`config.mk`:
```
export PLATFORM = sky130hd
export DESIGN_NAME = multicycle_ctrl
export DESIGN_NICKNAME = d
export VERILOG_FILES = /design/src/rtl/multicycle_ctrl.sv
export SDC_FILE = /design/constraint.sdc
export NUM_CORES = 1
export LEC_CHECK = 0
export ABC_AREA = 0
export BUFFER_PORTS_ARGS = -buffer_cell sky130_fd_sc_hd__buf_2
export CELL_PAD_IN_SITES_DETAIL_PLACEMENT = 0
export CELL_PAD_IN_SITES_GLOBAL_PLACEMENT = 1
export CORE_MARGIN = 10
export CORE_UTILIZATION = 41
export DETAILED_ROUTE_END_ITERATION = 7
export GPL_TIMING_DRIVEN = 0
export PLACE_DENSITY_LB_ADDON = 0.1
export SYNTH_ARGS = -nofsm -noshare
export SYNTH_HDL_FRONTEND = slang
export SYNTH_SLANG_ARGS = --single-unit
```
`constraint.sdc`:
```
create_clock -name clk -period 5.3 [get_ports clk]
set_input_delay 0.53 -clock clk [delete_from_list [all_inputs] [get_ports clk]]
set_output_delay 0.53 -clock clk [all_outputs]
set_load 0.03 [all_outputs]
```
`src/rtl/multicycle_ctrl.sv`:
```
// multicycle_ctrl: control FSM for a multicycle RISC-V style datapath.
// Sequences fetch/decode/execute/mem/writeback with a memory wait timeout.
module multicycle_ctrl #(
   parameter int OP_W    = 4,
   parameter int TIMEOUT = 16
) (
   input  logic            clk,
   input  logic            rst,
   input  logic [OP_W-1:0] op_type,
   input  logic            reg_imm,
   input  logic            zero,
   input  logic            mem_ready,
   output logic            ir_write,
   output logic            pc_write,
   output logic            pc_src,
   output logic            alu_src_b,
   output logic            mem_re,
   output logic            mem_we,
   output logic            mem_to_reg,
   output logic            reg_write,
   output logic            halted,
   output logic            fault,
   output logic [2:0]      state_o
);

   localparam logic [2:0] S_FETCH  = 3'd0;
   localparam logic [2:0] S_DECODE = 3'd1;
   localparam logic [2:0] S_EXEC   = 3'd2;
   localparam logic [2:0] S_MEM    = 3'd3;
   localparam logic [2:0] S_WB     = 3'd4;
   localparam logic [2:0] S_HALT   = 3'd5;

   localparam logic [2:0] C_ALU   = 3'd0;
   localparam logic [2:0] C_LOAD  = 3'd1;
   localparam logic [2:0] C_STORE = 3'd2;
   localparam logic [2:0] C_BR    = 3'd3;
   localparam logic [2:0] C_JMP   = 3'd4;
   localparam logic [2:0] C_HALT  = 3'd5;
   localparam logic [2:0] C_ILL   = 3'd6;

   // Last tolerated wait count; one more idle cycle aborts the access.
   localparam logic [7:0] WAIT_LAST = 8'(TIMEOUT - 1);

   logic [2:0] state_q, state_d;
   logic [2:0] cls_q, cls_d, dec_cls;
   logic       imm_q, imm_d;
   logic       fault_q, fault_d;
   logic [7:0] wait_q, wait_d;
   logic [7:0] op_ext;
   logic [3:0] op_lo;
   logic       op_hi;
   logic       timed_out;

   // Classify the incoming opcode; any upper bit set makes it illegal.
   always_comb begin
      op_ext  = 8'(op_type);
      op_lo   = op_ext[3:0];
      op_hi   = |op_ext[7:4];
      dec_cls = C_ILL;
      unique case (1'b1)
         (!op_hi && !op_lo[3]):       dec_cls = C_ALU;
         (!op_hi && op_lo == 4'd8):   dec_cls = C_LOAD;
         (!op_hi && op_lo == 4'd9):   dec_cls = C_STORE;
         (!op_hi && op_lo == 4'd10):  dec_cls = C_BR;
         (!op_hi && op_lo == 4'd11):  dec_cls = C_JMP;
         (!op_hi && op_lo == 4'd12):  dec_cls = C_HALT;
         default:                     dec_cls = C_ILL;
      endcase
   end

   assign timed_out = !mem_ready && (wait_q == WAIT_LAST);

   // Next-state, wait counter, class latch and sticky fault.
   always_comb begin
      state_d = state_q;
      wait_d  = wait_q;
      cls_d   = cls_q;
      imm_d   = imm_q;
      fault_d = fault_q;
      case (state_q)
         S_FETCH: begin
            if (mem_ready) begin
               state_d = S_DECODE;
               wait_d  = '0;
            end else if (timed_out) begin
               state_d = S_HALT;
               wait_d  = '0;
               fault_d = 1'b1;
            end else begin
               wait_d = wait_q + 8'd1;
            end
         end
         S_DECODE: begin
            cls_d = dec_cls;
            imm_d = reg_imm;
            if (dec_cls == C_HALT)
               state_d = S_HALT;
            else if (dec_cls == C_ILL)
               state_d = S_FETCH;
            else
               state_d = S_EXEC;
         end
         S_EXEC: begin
            if (cls_q == C_ALU)
               state_d = S_WB;
            else if (cls_q == C_LOAD || cls_q == C_STORE)
               state_d = S_MEM;
            else
               state_d = S_FETCH;
         end
         S_MEM: begin
            if (mem_ready) begin
               state_d = (cls_q == C_LOAD) ? S_WB : S_FETCH;
               wait_d  = '0;
            end else if (timed_out) begin
               state_d = S_HALT;
               wait_d  = '0;
               fault_d = 1'b1;
            end else begin
               wait_d = wait_q + 8'd1;
            end
         end
         S_WB:    state_d = S_FETCH;
         S_HALT:  state_d = S_HALT;
         default: begin
            state_d = S_FETCH;
            wait_d  = '0;
         end
      endcase
   end

   // State registers; reset abandons any instruction in flight.
   always_ff @(posedge clk or posedge rst) begin
      if (rst) begin
         state_q <= S_FETCH;
         wait_q  <= '0;
         cls_q   <= C_ALU;
         imm_q   <= 1'b0;
         fault_q <= 1'b0;
      end else begin
         state_q <= state_d;
         wait_q  <= wait_d;
         cls_q   <= cls_d;
         imm_q   <= imm_d;
         fault_q <= fault_d;
      end
   end

   // Strobes from state and latched class, all held low during reset.
   always_comb begin
      ir_write   = 1'b0;
      pc_write   = 1'b0;
      pc_src     = 1'b0;
      alu_src_b  = 1'b0;
      mem_re     = 1'b0;
      mem_we     = 1'b0;
      mem_to_reg = 1'b0;
      reg_write  = 1'b0;
      halted     = 1'b0;
      if (!rst) begin
         case (state_q)
            S_FETCH: begin
               mem_re   = 1'b1;
               ir_write = 1'b1;
               pc_write = mem_ready;
            end
            S_EXEC: begin
               alu_src_b = imm_q;
               if (cls_q == C_BR) begin
                  pc_src   = 1'b1;
                  pc_write = zero;
               end else if (cls_q == C_JMP) begin
                  pc_src   = 1'b1;
                  pc_write = 1'b1;
               end
            end
            S_MEM: begin
               mem_re = (cls_q == C_LOAD);
               mem_we = (cls_q == C_STORE);
            end
            S_WB: begin
               reg_write  = 1'b1;
               mem_to_reg = (cls_q == C_LOAD);
            end
            S_HALT:  halted = 1'b1;
            default: ;
         endcase
      end
   end

   assign fault   = fault_q;
   assign state_o = state_q;

endmodule

```
==> reports/qor.log <==
[status] run status completed
[sta] worst-margin pin slew 0.7274 ns
[global_route] via count of the first global-routing pass 963
[setup_path] Critical R2R Launch state_o[2]$_DFF_PP0_
[setup_path] largest driver fanout on the critical path 6
[yosys] Synth Register Bits 16
[finish] leading cell types in the layout, fill and taps excluded 24 x buf_2, 21 x nand2_1, 16 x dfrtp_1
[clocking] Root Buffer Master clkbuf_4
[setup_path] biggest cell delay along the critical path 0.52 ns
[route] post-route DRC violation count 0
[yosys] biggest area consumer among synthesized cells dfrtp_1
[placement] placed wire-length estimate 1.872 mm
[finish] layout cell share with drive strength beyond 1 21.92%
[clocking] count of hold buffers inserted by post-cts repair 0
[finish] antenna diode count 0
[yosys] average instance area after synthesis 8.128 sq um
[yosys] sequential element share of the synthesized area 40.71%
[placement] GP Congestion 0.8523
[clocking] clk_lat worst skew 0.28 ns
[sta] max-slew violation count 0
[finish] most common library cell in the layout ignoring fill and taps buf_2
[die] die span in x 68.98 microns
[route] Detail Route Antenna Nets 0
[global_route] Overall Global Routing Usage 11.15%
[clocking] Clk pin slew, worst setup/hold paths 0.10 ns
[sta] final-layout worst hold slack 0.3693 ns
[setup_path] Worst path slowest cell or3b_2
[die] Die Span Y 68.98 microns
[yosys] Mapped Nets 131
[setup_path] endpoint kind of the worst setup timing path output port
[setup_path] critical path launch point cls_q[2]$_DFFE_PP0N_
[setup_path] Buf/Inv on CP 1
[route] vias after detailed routing 934
[die] initial core utilization 43.62%
[yosys] Ys Warns 0
[die] Core ar. 2255 sq um
[flow_run] count of max-cap constraint violations 0
[pwr] leakage power 0.5384 nW
[setup_path] data arrival time of the critical path 1.92 ns
[sta] fmax 408.8 MHz
[clocking] TritonCTS clock tree yes
[route] post-detailed-route via-to-cell ratio 5.368
[setup_path] data required time of the critical path 4.77 ns
[clocking] number of H-tree branching levels 1
[finish] Layout fillers 252
[route] violation count after the first detailed-route iteration 75
[die] number of standard-cell rows in the floorplan 17
[finish] combined flip-flop and latch cell area 400.4 sq um
[setup_path] minimum setup slack among reg-to-reg paths 3.29 ns
[placement] Placed Instance Area 1124 sq um
[clocking] Sinks on Clock Net 16
[pwr] worst-case vdd ir drop 0.2830 mV
[sta] setup violation total in the final timing report 0
[sta] setup skew after layout 0.005482 ns
[setup_path] critical path type register to output port
[placement] Port Buffers 21
[worst_hold_path] worst hold path class input port to async pin
[yosys] Post-Synthesis Cells 121
[sta] crit path time final 2.446 ns
[clocking] number of setup buffers added after CTS 0
[finish] combined area of the multi-input logic cells 544.3 sq um
[clocking] clock buffer count from CTS 3
[pwr] power density over cell area 463.6 nW/um^2
[global_route] first-pass GRT wire length 4.181 mm
[sta] Setup TNS Final 0 ns
[setup_path] largest delay contributor family on the critical path simple AND/OR/NAND/NOR gates
[die] die area 4758 sq um
[yosys] distinct cell type count after synthesis 36
[yosys] top cells by area, synth dfrtp_1 41%, nand2_1 8.0%, nor2_1 4.6%
[die] I/O pin count 22
[sta] number of hold violations in the final report 0
[sta] worst relative slew slack 51.13%
[route] routed wire length per instance 13.64 microns
[yosys] Synth top area share 40.71%
[finish] Finished Cell Area 1160 sq um
[clocking] maximum clock path buffer count 2
[setup_path] Critical Path Start Type register
[pwr] post-layout total power 0.0005378 W
[global_route] initial antenna violation count 0
[clocking] quantity of gates resized following cts 0
[finish] post-layout utilization of the core 51.44%
[route] Total Wirelength 2.374 mm
[sta] Final period util 46.15%
[sta] RSZ-0062 raised after global routing no
[finish] count of nets after finishing 157
[global_route] largest net degree at the start of global routing 19
[yosys] Mapped Area 983.4 sq um
[route] DR pass1 iterations 4
[setup_path] CP Cell Sequence or3b_2 -> or3_1 -> a21oi_1 -> buf_2
[global_route] Remaining Overflow, GRT 0
[finish] Synth-to-Final Area Change 17.94%
-- Yosys cell counts --
master	n
buf_2	3
clkbuf_2	1
o21ai_0	7
ha_1	1
a21oi_1	7
o21a_1	1
inv_1	4
nand3b_1	1
or3b_2	2
or4_1	1
clkbuf_1	1
a21o_1	1
dfrtp_1	16
a32o_1	1
nand3_1	6
o31ai_1	2
o2111ai_1	1
or2_2	1
nor2_1	12
a22oi_1	1
nand4b_1	1
xnor2_1	4
a31oi_1	1
and2_0	1
xor2_1	2
nor4_1	3
nand2_1	21
nand4_1	1
a32oi_1	1
or3_1	2
nor2b_1	3
o311ai_0	1
nand2b_1	4
mux2i_1	1
nor3_1	3
a211oi_1	2
-- flip-flops by register name, summed over array words and instances (netlist names) --
signal and flops:
wait_q 8, state_o 3, imm_q 1, fault 1, cls_q 3
-- metal layers --
layer	GRT usage, %	routed length (microns)	part of all wire [%]
met4	5.911	27	1.1
met1	13.29	1111	47
met5	0	0	0
met3	2.254	74	3.1
met2	18.38	1160	49
-- cell families (layout without fill, tap and decap cells) --
group | after synthesis | count (layout) | share of synthesized area (%)
AND/OR/NAND/NOR | 62 | 62 | 30.92
AO/OA/AOI/OAI | 26 | 26 | 16.79
flip-flops | 16 | 16 | 40.71
buffers and inverters | 9 | 34 | 3.942
XOR/XNOR | 6 | 6 | 5.343
adder cells (fa/ha/maj) | 1 | 1 | 1.272
multiplexers | 1 | 1 | 1.018
-- path summary, 6_finish.rpt --
kind / cells past startpoint / to
min in group clk: 3 / imm_q$_DFFE_PP0N_
max reg2reg: 6 / wait_q[7]$_DFFE_PP0N_
max in group asynchronous: 2 / fault$_DFFE_PP0P_
max: 4 / mem_re
min reg2reg: 1 / fault$_DFFE_PP0P_
min: 2 / wait_q[7]$_DFFE_PP0N_
-- area by class of cell --
cell class              instances  share of cell area [%]
multi-input cells              96                   46.93
flip-flops and latches         16                   34.52
repair buffers                 21                   9.062
clock buffers                   4                   3.128
well taps                      28                   3.021
plain buffers                   5                   2.050
inverters                       4                   1.295
-- where the power goes --
part	switching, W	internal, W	leakage (nW)
combinational	0.000184	0.0000930	0.304
sequential	0.0000288	0.000152	0.213
clock	0.0000380	0.0000418	0.0210
-- through the flow --
| stage | cells | setup WS [ns] |
|---|---|---|
| after floorplan | 121 | 2.789 |
| after global placement | 170 | 2.894 |
| after detailed placement | 170 | 2.911 |
| after CTS | 174 | 2.836 |
| after global routing | 174 | 2.698 |
| final | 174 | 2.854 |
Power figures use the tool's default switching activity.
